### src/rtl/pipe_hazard_ctrl_pkg.sv
`default_nettype none
// +----------------------------------------------------------------------+
// | pipe_ctrl_pkg                                                        |
// | Shared types and constants for the pipeline hazard controller.      |
// | Rev 1.0                                                              |
// +----------------------------------------------------------------------+
package pipe_ctrl_pkg;

  typedef enum logic [1:0] {
    RUN      = 2'd0,
    MEM_WAIT = 2'd1,
    HALT     = 2'd2
  } state_t;

  localparam logic [31:0] NOP_INST = 32'h0000_0013;
  localparam logic [4:0]  REG_X0   = 5'd0;

  // x0 is hardwired to zero, so a producer writing it never creates a dependency
  function automatic logic reg_match(input logic used, input logic [4:0] rs, input logic [4:0] rd);
    return used && (rs == rd) && (rd != REG_X0);
  endfunction

endpackage
`default_nettype wire

### src/rtl/pipe_hazard_ctrl_if.sv
`default_nettype none
// +----------------------------------------------------------------------+
// | pipe_hazard_ctrl_if                                                  |
// | Datapath <-> hazard controller signal bundle (perf counters under    |
// | PIPE_CTRL_PERF_EN). Rev 1.0                                          |
// +----------------------------------------------------------------------+
interface pipe_hazard_ctrl_if
`ifdef PIPE_CTRL_PERF_EN
  #(parameter int CNT_W = 32)
`endif
  ;
  logic [4:0] rs1_id;
  logic [4:0] rs2_id;
  logic       rs1_used_id;
  logic       rs2_used_id;
  logic [4:0] rd_ex;
  logic       mem_read_ex;
  logic       br_taken_ex;
  logic       imem_ready;
  logic       dmem_req_mem;
  logic       dmem_ready;
  logic       halt_wb;
  logic       stall_pc;
  logic       stall_if_id;
  logic       flush_if_id;
  logic       stall_id_ex;
  logic       flush_id_ex;
  logic       stall_ex_mem;
  logic       stall_mem_wb;
  logic       mem_timeout;
  logic       halted;
`ifdef PIPE_CTRL_PERF_EN
  logic [CNT_W-1:0] stall_cycles;
  logic [CNT_W-1:0] flush_events;
`endif

  modport master (
    output rs1_id, rs2_id, rs1_used_id, rs2_used_id, rd_ex, mem_read_ex,
           br_taken_ex, imem_ready, dmem_req_mem, dmem_ready, halt_wb,
    input  stall_pc, stall_if_id, flush_if_id, stall_id_ex, flush_id_ex,
           stall_ex_mem, stall_mem_wb, mem_timeout, halted
`ifdef PIPE_CTRL_PERF_EN
    , input stall_cycles, flush_events
`endif
  );

  modport slave (
    input  rs1_id, rs2_id, rs1_used_id, rs2_used_id, rd_ex, mem_read_ex,
           br_taken_ex, imem_ready, dmem_req_mem, dmem_ready, halt_wb,
    output stall_pc, stall_if_id, flush_if_id, stall_id_ex, flush_id_ex,
           stall_ex_mem, stall_mem_wb, mem_timeout, halted
`ifdef PIPE_CTRL_PERF_EN
    , output stall_cycles, flush_events
`endif
  );

endinterface
`default_nettype wire

### src/rtl/pipe_hazard_ctrl_hazard_detect.sv
`default_nettype none
// +----------------------------------------------------------------------+
// | hazard_detect                                                        |
// | Combinational load-use dependency compare between ID and EX.         |
// | Rev 1.0                                                              |
// +----------------------------------------------------------------------+
module hazard_detect
  import pipe_ctrl_pkg::*;
(
  input  wire logic [4:0] i_rs1_id,
  input  wire logic [4:0] i_rs2_id,
  input  wire logic       i_rs1_used_id,
  input  wire logic       i_rs2_used_id,
  input  wire logic [4:0] i_rd_ex,
  input  wire logic       i_mem_read_ex,
  output logic            o_load_use
);

  assign o_load_use = i_mem_read_ex &&
                      (reg_match(i_rs1_used_id, i_rs1_id, i_rd_ex) ||
                       reg_match(i_rs2_used_id, i_rs2_id, i_rd_ex));

endmodule
`default_nettype wire

### src/rtl/pipe_hazard_ctrl.sv
`default_nettype none
// +----------------------------------------------------------------------+
// | pipe_hazard_ctrl                                                     |
// | Stall/flush sequencer for the 5-stage pipeline. Define               |
// | PIPE_CTRL_PERF_EN to add stall_cycles/flush_events counters.         |
// | Rev 1.0                                                              |
// +----------------------------------------------------------------------+
module pipe_hazard_ctrl
  import pipe_ctrl_pkg::*;
#(
  parameter int WAIT_TIMEOUT = 255
`ifdef PIPE_CTRL_PERF_EN
  , parameter int CNT_W = 32
`endif
)
(
  input  wire logic          clk,
  input  wire logic          rst,
  pipe_hazard_ctrl_if.slave  bus
);

  localparam int                  c_WCNT_W   = $clog2(WAIT_TIMEOUT + 1);
  localparam logic [c_WCNT_W-1:0] c_WAIT_MAX = c_WCNT_W'(WAIT_TIMEOUT);

  state_t              r_state, w_state_n;
  logic                r_pend, w_pend_n;
  logic [c_WCNT_W-1:0] r_wait_cnt, w_wait_cnt_n, w_wait_inc;
  logic                r_timeout, w_timeout_n;

  logic w_load_use, w_dmem_wait, w_br_flush;
  logic w_stall_pc, w_stall_if_id, w_flush_if_id, w_stall_id_ex, w_flush_id_ex;
  logic w_stall_ex_mem, w_stall_mem_wb, w_halted;

  hazard_detect u_hazard_detect (
    .i_rs1_id      (bus.rs1_id),
    .i_rs2_id      (bus.rs2_id),
    .i_rs1_used_id (bus.rs1_used_id),
    .i_rs2_used_id (bus.rs2_used_id),
    .i_rd_ex       (bus.rd_ex),
    .i_mem_read_ex (bus.mem_read_ex),
    .o_load_use    (w_load_use)
  );

  assign w_dmem_wait = bus.dmem_req_mem && !bus.dmem_ready;
  assign w_wait_inc  = (r_wait_cnt == c_WAIT_MAX) ? r_wait_cnt : r_wait_cnt + 1'b1;

  always_comb begin
    w_state_n      = r_state;
    w_pend_n       = r_pend;
    w_wait_cnt_n   = r_wait_cnt;
    w_timeout_n    = r_timeout;
    w_br_flush     = 1'b0;
    w_stall_pc     = 1'b0;
    w_stall_if_id  = 1'b0;
    w_flush_if_id  = 1'b0;
    w_stall_id_ex  = 1'b0;
    w_flush_id_ex  = 1'b0;
    w_stall_ex_mem = 1'b0;
    w_stall_mem_wb = 1'b0;
    w_halted       = 1'b0;
    // Reset dominates every hazard source, so outputs stay quiet while it is held
    if (rst) begin
      case (r_state)
        HALT: begin
          {w_stall_pc, w_stall_if_id, w_stall_id_ex, w_stall_ex_mem, w_stall_mem_wb} = '1;
          w_halted = 1'b1;
        end
        MEM_WAIT: begin
          if (!bus.dmem_ready) begin
            {w_stall_pc, w_stall_if_id, w_stall_id_ex, w_stall_ex_mem, w_stall_mem_wb} = '1;
            w_wait_cnt_n = w_wait_inc;
            if (w_wait_inc == c_WAIT_MAX) w_timeout_n = 1'b1;
          end else begin
            w_wait_cnt_n = '0;
            w_state_n    = bus.halt_wb ? HALT : RUN;
          end
        end
        default: begin
          if (w_dmem_wait) begin
            {w_stall_pc, w_stall_if_id, w_stall_id_ex, w_stall_ex_mem, w_stall_mem_wb} = '1;
            w_state_n    = MEM_WAIT;
            w_wait_cnt_n = w_wait_inc;
            if (w_wait_inc == c_WAIT_MAX) w_timeout_n = 1'b1;
          end else begin
            w_wait_cnt_n = '0;
            if (bus.halt_wb) w_state_n = HALT;
            if (bus.br_taken_ex) begin
              w_flush_if_id = 1'b1;
              w_flush_id_ex = 1'b1;
              w_br_flush    = 1'b1;
              // a fetch still outstanding belongs to the wrong path
              w_pend_n      = !bus.imem_ready;
            end else if (w_load_use) begin
              w_stall_pc    = 1'b1;
              w_stall_if_id = 1'b1;
              w_flush_id_ex = 1'b1;
            end else if (bus.imem_ready) begin
              w_flush_if_id = r_pend;
              w_pend_n      = 1'b0;
            end else begin
              w_stall_pc    = 1'b1;
              w_flush_if_id = 1'b1;
            end
          end
        end
      endcase
    end
  end

  always_ff @(posedge clk) begin
    if (!rst) begin
      r_state    <= RUN;
      r_pend     <= 1'b0;
      r_wait_cnt <= '0;
      r_timeout  <= 1'b0;
    end else begin
      r_state    <= w_state_n;
      r_pend     <= w_pend_n;
      r_wait_cnt <= w_wait_cnt_n;
      r_timeout  <= w_timeout_n;
    end
  end

  assign bus.stall_pc     = w_stall_pc;
  assign bus.stall_if_id  = w_stall_if_id;
  assign bus.flush_if_id  = w_flush_if_id;
  assign bus.stall_id_ex  = w_stall_id_ex;
  assign bus.flush_id_ex  = w_flush_id_ex;
  assign bus.stall_ex_mem = w_stall_ex_mem;
  assign bus.stall_mem_wb = w_stall_mem_wb;
  assign bus.halted       = w_halted;
  assign bus.mem_timeout  = rst && r_timeout;

`ifdef PIPE_CTRL_PERF_EN
  logic [CNT_W-1:0] r_stall_cycles, r_flush_events;

  always_ff @(posedge clk) begin
    if (!rst) begin
      r_stall_cycles <= '0;
      r_flush_events <= '0;
    end else begin
      if (w_stall_pc) r_stall_cycles <= r_stall_cycles + 1'b1;
      if (w_br_flush) r_flush_events <= r_flush_events + 1'b1;
    end
  end

  assign bus.stall_cycles = r_stall_cycles;
  assign bus.flush_events = r_flush_events;
`endif

endmodule
`default_nettype wire
### src/flat_wrapper.sv
// flat-port wrapper written by rule: the top's interface ports become plain ports
module pipe_hazard_ctrl_flat import pipe_ctrl_pkg::*;
#(
  parameter int WAIT_TIMEOUT = 255

)
  (clk, rst, bus_rs1_id, bus_rs2_id, bus_rs1_used_id, bus_rs2_used_id, bus_rd_ex, bus_mem_read_ex, bus_br_taken_ex, bus_imem_ready, bus_dmem_req_mem, bus_dmem_ready, bus_halt_wb, bus_stall_pc, bus_stall_if_id, bus_flush_if_id, bus_stall_id_ex, bus_flush_id_ex, bus_stall_ex_mem, bus_stall_mem_wb, bus_mem_timeout, bus_halted);
  pipe_hazard_ctrl_if bus_i ();
  input  wire logic clk;
  input  wire logic rst;
  input wire logic [$bits(bus_i.rs1_id)-1:0] bus_rs1_id;
  input wire logic [$bits(bus_i.rs2_id)-1:0] bus_rs2_id;
  input wire logic [$bits(bus_i.rs1_used_id)-1:0] bus_rs1_used_id;
  input wire logic [$bits(bus_i.rs2_used_id)-1:0] bus_rs2_used_id;
  input wire logic [$bits(bus_i.rd_ex)-1:0] bus_rd_ex;
  input wire logic [$bits(bus_i.mem_read_ex)-1:0] bus_mem_read_ex;
  input wire logic [$bits(bus_i.br_taken_ex)-1:0] bus_br_taken_ex;
  input wire logic [$bits(bus_i.imem_ready)-1:0] bus_imem_ready;
  input wire logic [$bits(bus_i.dmem_req_mem)-1:0] bus_dmem_req_mem;
  input wire logic [$bits(bus_i.dmem_ready)-1:0] bus_dmem_ready;
  input wire logic [$bits(bus_i.halt_wb)-1:0] bus_halt_wb;
  output wire logic [$bits(bus_i.stall_pc)-1:0] bus_stall_pc;
  output wire logic [$bits(bus_i.stall_if_id)-1:0] bus_stall_if_id;
  output wire logic [$bits(bus_i.flush_if_id)-1:0] bus_flush_if_id;
  output wire logic [$bits(bus_i.stall_id_ex)-1:0] bus_stall_id_ex;
  output wire logic [$bits(bus_i.flush_id_ex)-1:0] bus_flush_id_ex;
  output wire logic [$bits(bus_i.stall_ex_mem)-1:0] bus_stall_ex_mem;
  output wire logic [$bits(bus_i.stall_mem_wb)-1:0] bus_stall_mem_wb;
  output wire logic [$bits(bus_i.mem_timeout)-1:0] bus_mem_timeout;
  output wire logic [$bits(bus_i.halted)-1:0] bus_halted;
  assign bus_i.rs1_id = bus_rs1_id;
  assign bus_i.rs2_id = bus_rs2_id;
  assign bus_i.rs1_used_id = bus_rs1_used_id;
  assign bus_i.rs2_used_id = bus_rs2_used_id;
  assign bus_i.rd_ex = bus_rd_ex;
  assign bus_i.mem_read_ex = bus_mem_read_ex;
  assign bus_i.br_taken_ex = bus_br_taken_ex;
  assign bus_i.imem_ready = bus_imem_ready;
  assign bus_i.dmem_req_mem = bus_dmem_req_mem;
  assign bus_i.dmem_ready = bus_dmem_ready;
  assign bus_i.halt_wb = bus_halt_wb;
  assign bus_stall_pc = bus_i.stall_pc;
  assign bus_stall_if_id = bus_i.stall_if_id;
  assign bus_flush_if_id = bus_i.flush_if_id;
  assign bus_stall_id_ex = bus_i.stall_id_ex;
  assign bus_flush_id_ex = bus_i.flush_id_ex;
  assign bus_stall_ex_mem = bus_i.stall_ex_mem;
  assign bus_stall_mem_wb = bus_i.stall_mem_wb;
  assign bus_mem_timeout = bus_i.mem_timeout;
  assign bus_halted = bus_i.halted;
  pipe_hazard_ctrl #(.WAIT_TIMEOUT(WAIT_TIMEOUT)) u_core (.clk(clk), .rst(rst), .bus(bus_i));
endmodule
### config.mk
export PLATFORM = sky130hd
export DESIGN_NAME = pipe_hazard_ctrl_flat
export DESIGN_NICKNAME = d
export VERILOG_FILES = /design/src/rtl/pipe_hazard_ctrl_pkg.sv /design/src/rtl/pipe_hazard_ctrl_if.sv /design/src/rtl/pipe_hazard_ctrl_hazard_detect.sv /design/src/rtl/pipe_hazard_ctrl.sv /design/src/flat_wrapper.sv
export SDC_FILE = /design/constraint.sdc
export NUM_CORES = 1
export LEC_CHECK = 0
export BUFFER_PORTS_ARGS = -buffer_cell sky130_fd_sc_hd__buf_2
export CORE_UTILIZATION = 43
export CTS_CLUSTER_SIZE = 16
export DETAILED_ROUTE_END_ITERATION = 8
export GPL_ROUTABILITY_DRIVEN = 1
export GPL_TIMING_DRIVEN = 0
export PLACE_DENSITY = 0.81
export SLEW_MARGIN = 20
export SYNTH_ARGS = -nofsm -noshare
export SYNTH_HDL_FRONTEND = slang
export SYNTH_SLANG_ARGS = --single-unit
### constraint.sdc
create_clock -name clk -period 3.97 [get_ports clk]
set_input_delay 0.5955 -clock clk [delete_from_list [all_inputs] [get_ports clk]]
set_output_delay 0.5955 -clock clk [all_outputs]
set_load 0.05 [all_outputs]
### Yosys cells after proc, flatten, opt, wreduce, memory -nomap -nowiden

Index checks and enable logic that the tools add are counted.

* bits of input ports: 25
* output and inout port bits: 9
* logic and storage cells: 78
* register bits after elaboration: 12

* $add $sub $neg: 1
* eq/ne operators: 9
* bitwise gates (word level): 3
* reductions and logical operators: 18
* multiplexer cells: 43

Operator list (number)
* two-way mux 1 bit: 30
* two-way mux 8 bit: 3
* equality test 8 bit, second input constant: 2
* one-hot mux 8 bit (2 select lines): 1
* equality test 5 bit: 2
* adder 8 x 1 -> 8 bit, second input constant: 1
* two-way mux 2 bit: 4
* one-hot mux 1 bit (2 select lines): 4
* logical AND 1 bit: 7
* != test 2 bit, second input constant: 3
* AND reduction 3 bit: 2
* nonzero test 5 bit: 1
* one-hot mux 2 bit (2 select lines): 1
* AND reduction 4 bit: 1
* nonzero test 2 bit: 2
* NOT 1 bit: 3
* nonzero test 3 bit: 1
* equality test 2 x 1 -> 1 bit, second input constant: 1
* equality test 2 bit, second input constant: 1
* zero test 1 bit: 2
* OR reduction 2 bit: 1
* logical OR 1 bit: 1

### Depth between registers and ports, before layout

* word-level depth: 10
* depth in mapped cells: 8

### Hierarchy

From an unflattened synthesis, not the netlist that was laid out.

* cell total of the unflattened synthesis: 130
* area, all modules: 1016.0 um2

By module, submodules not included
* pipe_hazard_ctrl: area each 888.4 um2, times used 1, cells an instance 113
* hazard_detect: area each 127.6 um2, times used 1, cells an instance 17

### Worst setup path before layout

Ideal clock, no wire load.

* path kind: input to output
* start point: in bus_dmem_ready
* end point: out bus_stall_pc
* data arrival time: 2239 ps
* stages on the path: 5
* data required time: 3374 ps
* setup slack: 1135 ps
* path through: inv_1 a21oi_1 a21bo_2 nor2_1 or3_1

* cells in the longest elaborated chain, start to end: 5

RTL lines
* from (decl): RTL line flat_wrapper.sv:20 `input wire logic [$bits(bus_i.dmem_ready)-1:0] bus_dmem_ready;`
* zero test 1 bit: RTL line pipe_hazard_ctrl.sv:44 `assign w_dmem_wait = bus.dmem_req_mem && !bus.dmem_ready;`
* logical AND 1 bit: RTL line pipe_hazard_ctrl.sv:44
* two-way mux 1 bit: RTL line pipe_hazard_ctrl.sv:79 `if (w_dmem_wait) begin`
* one-hot mux 1 bit (2 select lines) (*): RTL line pipe_hazard_ctrl.sv:63 `case (r_state)`
* two-way mux 1 bit (*): RTL line pipe_hazard_ctrl.sv:62 `if (rst) begin`
* to (decl): RTL line flat_wrapper.sv:22 `output wire logic [$bits(bus_i.stall_pc)-1:0] bus_stall_pc;`

Mark *: on every way between the ends. The rest lies on a longest branch, timed or not.

### Worst setup path after layout

* start point: reg u_core.r_state[1]
* end point: out bus_stall_pc

* cells in the longest elaborated chain, start to end: 3

RTL lines
* from (decl): RTL line pipe_hazard_ctrl.sv:25 `state_t r_state, w_state_n;`
* from (signal assigned): RTL line pipe_hazard_ctrl.sv:117 `r_state <= w_state_n;`
* equality test 2 x 1 -> 1 bit or equality test 2 bit (tied branches): RTL line pipe_hazard_ctrl.sv:63
* one-hot mux 1 bit (2 select lines) (*): RTL line pipe_hazard_ctrl.sv:63
* two-way mux 1 bit (*): RTL line pipe_hazard_ctrl.sv:62

Marks and branches as above.

==> impl_summary.md <==
Global route
In this run the most used layer during global routing was met2. The number of antenna violations at the first check in global routing is 0. The wire length of the first global-routing pass is 3.71 mm. For this run, global-route usage on met2 was measured as 35.2%. The met1 track demand over resource in global routing is 23.0%.

The total global routing overflow is 0. Entering global routing, the biggest net connects 11 pins. Global routing used 19.4% of the available tracks across all layers. Global routing consumed, on the met3 layer, 2.83% of the routing resources.

The number of global-route vias before repair was 952.

Clocking
The deepest level of the CTS H-tree is 1. The clock transition time at the flip-flop clock pins of the worst setup and hold paths is 0.07 ns. The post-CTS setup-driven buffer insertion count is 0.

The maximum buffer depth of the clock tree is 2. The tree is rooted in a clkbuf_4. The clock buffer count from CTS is 3.

The clock net in this run drives a total of 12 sinks. For the worst-skew pair, the clock arrives at the later sink with an insertion delay of 0.27 ns. For this design, the CTS-stage hold fixing added 0 buffers. Gates resized during post-CTS repair numbered 0. The TritonCTS clock tree is done.

Worst setup path
At the worst endpoint, the required time is 3.37 ns. The launching element of the worst setup path is u_core.r_state[1]. The slack of the worst reg-to-reg path is 2.17 ns. The startpoint type of the worst setup path is a flop.

The critical path crosses 7 cells after its start point. The end point of the critical path is bus_stall_pc. The worst stage delay on the critical path is 0.38 ns. The startpoint identified for the worst register-to-register timing path is u_core.r_wait_cnt[0]. Counting cells, the worst reg-to-reg path comes to 5.

Counting both buffers and inverters, the worst setup path holds a total of 2. The kind of cell with the highest combined delay along the critical path is compound AO/OA/AOI/OAI gates. The worst reg2reg path endpoint is u_core.r_wait_cnt[0].

The slowest stage of the critical path is the dfxtp_1 cell. Traced cell by cell, the critical path runs through inv_1 > ha_1 > a21oi_1 > a21bo_2 > nor2_1 > or3_1 > buf_2. Data arrives at the worst endpoint at 2.10 ns. The critical-path maximum fanout is 6. STA classifies the critical path endpoint as a primary output.

The path type of the worst setup path is flop to primary output.

Flow run
Max-cap violations in this run came to 0.

STA
The worst path uses 67.9% of the clock period. The final-report max-slew violation count was 0. Setup repair after global routing left no endpoint under its margin. Hold timing on the final database bottoms out at a slack of 0.491 ns. Measured against its own limit, the worst slew margin works out to 74.6%. The total count of hold-check failures in the final report is 0. For the pin with the worst max-slew slack, the measured transition is 0.381 ns. The clock arrives with 0.00102 ns of skew. The number of endpoints failing setup at the final stage is 0. Timing would allow up to 0.371 GHz. The aggregate negative setup slack is 0 ns.

The clock period minus final worst setup slack is 2.70 ns.

Route
Detailed routing inserted a total of 1030 vias. The wire length reported by the detailed router is 2.14 mm. In this run the remaining antenna-violating nets after routing total 0. For this block, the initial DRC count from the detailed router was 35.

The post-route DRC violation count is 0. The detail-routed net length per standard cell is 11.4 µm. The detail-routed via count per cell is 5.48. The pre-antenna-repair detailed-routing pass consisted of 4 iterations.

Synthesis
The synthesized netlist contains 40 unique library cells. The sequential fraction of the synthesis area is 26.0%. Synthesis handed over a netlist of 124 instances. For this run, the number of Yosys warnings is 0. The per-instance average area after synthesis is 7.46 µm². In this run, synthesis produced a sequential element count of 12.

After synthesis the cells add up to 925 µm². The net count of the mapped netlist is 152.

Place
In this run, placement finished with an instance count of 184. The number of buffers inserted by port buffering is 33. The congestion estimate from routability-driven global placement came to 0.914. The total cell area at the placement stage is 1120 µm². Once detailed placement completed, the half-perimeter wirelength came to 1.65 mm.

Floorplan
The die is 48.4 µm wide. The total die area is 2340 µm². The starting density of the core is 46.7%. The core region is 1980 µm². Measured along the y axis, the die boundary spans 48.4 µm. The floorplan has 16 rows. For this design the top-level I/O count stands at 34.

Min path
The worst hold path startpoint is u_core.r_pend. The tightest min-delay check is of the flop to flop type.

Layout
Relative to the synthesized area, the layout overhead comes to 25.4%. The sequential cell area is 240 µm². The post-route non-filler standard cell count is 188. The share of cells above drive strength 1 is 28.0%. The antenna diode count is 0. The final cell area excluding filler cells is 1160 µm².

The filler cell count in the final layout is 177. In the final layout, the multi-input gates occupy 634 µm². At the end of the flow, the number of nets in the layout was 190.

Power
The design draws 346 µW. The power density normalized to cell area is 298 nW/µm². Summed over all cells, the static leakage comes to 0.000530 µW. The worst supply voltage drop on vdd is 0.166 mV.

Status
The run finished with clean final reports.
[where the power goes]
| part | switching, µW | internal (µW) | total (µW) |
|---|---|---|---|
| sequential | 3.71 | 125 | 128 |
| clock | 40.9 | 55.8 | 96.7 |
| combinational | 76.2 | 44.5 | 121 |
[logic make-up after synthesis]
| family | Yosys count | synth area share [%] |
|---|---|---|
| multiplexers | 1 | 1.22 |
| AND/OR/NAND/NOR | 49 | 25.3 |
| AO/OA/AOI/OAI | 37 | 27.6 |
| XOR/XNOR | 11 | 10.4 |
| adder cells (fa/ha/maj) | 3 | 4.06 |
| flip-flops | 12 | 26.0 |
| buffers and inverters | 11 | 5.41 |
[worst min-delay path by stage]
stage,endpoint,depth (start not counted)
final,u_core.r_pend,2
after global placement,u_core.r_pend,2
after detailed placement,u_core.r_pend,2
after global routing,u_core.r_pend,2
after floorplan,u_core.r_pend,2
after CTS,u_core.r_pend,2
[through the flow]
step	utilization, %	setup slack, ns
after floorplan	-	1.14
after global placement	56.7	1.32
after detailed placement	56.7	1.30
after CTS	58.5	1.30
after global routing	58.5	1.10
final	58.5	1.27
[flip-flops by register name, summed over array words and instances (netlist names)]
signal             flops
u_core.r_pend          1
u_core.r_state         2
u_core.r_wait_cnt      8
u_core.r_timeout       1
[worst min-delay path, cell delays in order, from the launching register on]
cell       delay, ns
dfxtp_1         0.33
nand2_1         0.06
o2bb2ai_1       0.06
[cell type report]
cell class | instances | share of cell area [%]
buffer | 5 | 2.37
sequential | 12 | 20.7
multi-input combinational | 101 | 54.7
timing repair buffer | 33 | 14.2
clock buffer | 4 | 3.13
tap | 27 | 2.91
inverter | 6 | 1.94
[cell usage in the layout (no fill, tap or decap), drive strengths merged, types with 4 or more instances in the layout]
cell    count
buf        36
nand2      16
a21oi      13
nor2       13
dfxtp      12
xnor2      10
inv         6
clkbuf      6
o21ai       5
nor3        4
nand3       4
[layer usage]
metal / wire (µm) / share of wire [%]
met3: 154 / 7.2
met1: 881 / 41
met4: 27 / 1.3
met5: 0 / 0
met2: 1080 / 50
[Yosys cell counts (all sizes together)]
| cell | instances | area, µm² |
|---|---|---|
| nor3b | 1 | 7.51 |
| dfxtp | 12 | 240 |
| a41o | 1 | 10.0 |
| inv | 6 | 22.5 |
| mux2 | 1 | 11.3 |
| a22o | 1 | 8.76 |
| or4 | 1 | 7.51 |
| o211ai | 1 | 7.51 |
| o31ai | 2 | 15.0 |
| o211a | 2 | 20.0 |
| buf | 3 | 20.0 |
| clkbuf | 2 | 7.51 |
| a21o | 1 | 7.51 |
| xor2 | 1 | 8.76 |
| ha | 3 | 37.5 |
| and4 | 1 | 8.76 |
| and2b | 1 | 8.76 |
| o21ai | 5 | 28.8 |
| nor4b | 1 | 8.76 |
| a21bo | 1 | 10.0 |
| a21oi | 13 | 65.1 |
| nor2b | 1 | 6.26 |
| o22ai | 2 | 12.5 |
| xnor2 | 10 | 87.6 |
| a31o | 1 | 8.76 |
| o22a | 2 | 17.5 |
| or3 | 1 | 6.26 |
| and2 | 2 | 12.5 |
| nand4 | 3 | 18.8 |
| nand2 | 16 | 60.1 |
| o32ai | 1 | 8.76 |
| a41oi | 1 | 8.76 |
| o2bb2ai | 1 | 8.76 |
| nand3 | 4 | 20.0 |
| nor3 | 4 | 20.0 |
| nor2 | 13 | 48.8 |
| o2111a | 1 | 11.3 |
| a31oi | 1 | 6.26 |
Note: power is estimated with default switching activity, not from simulation.
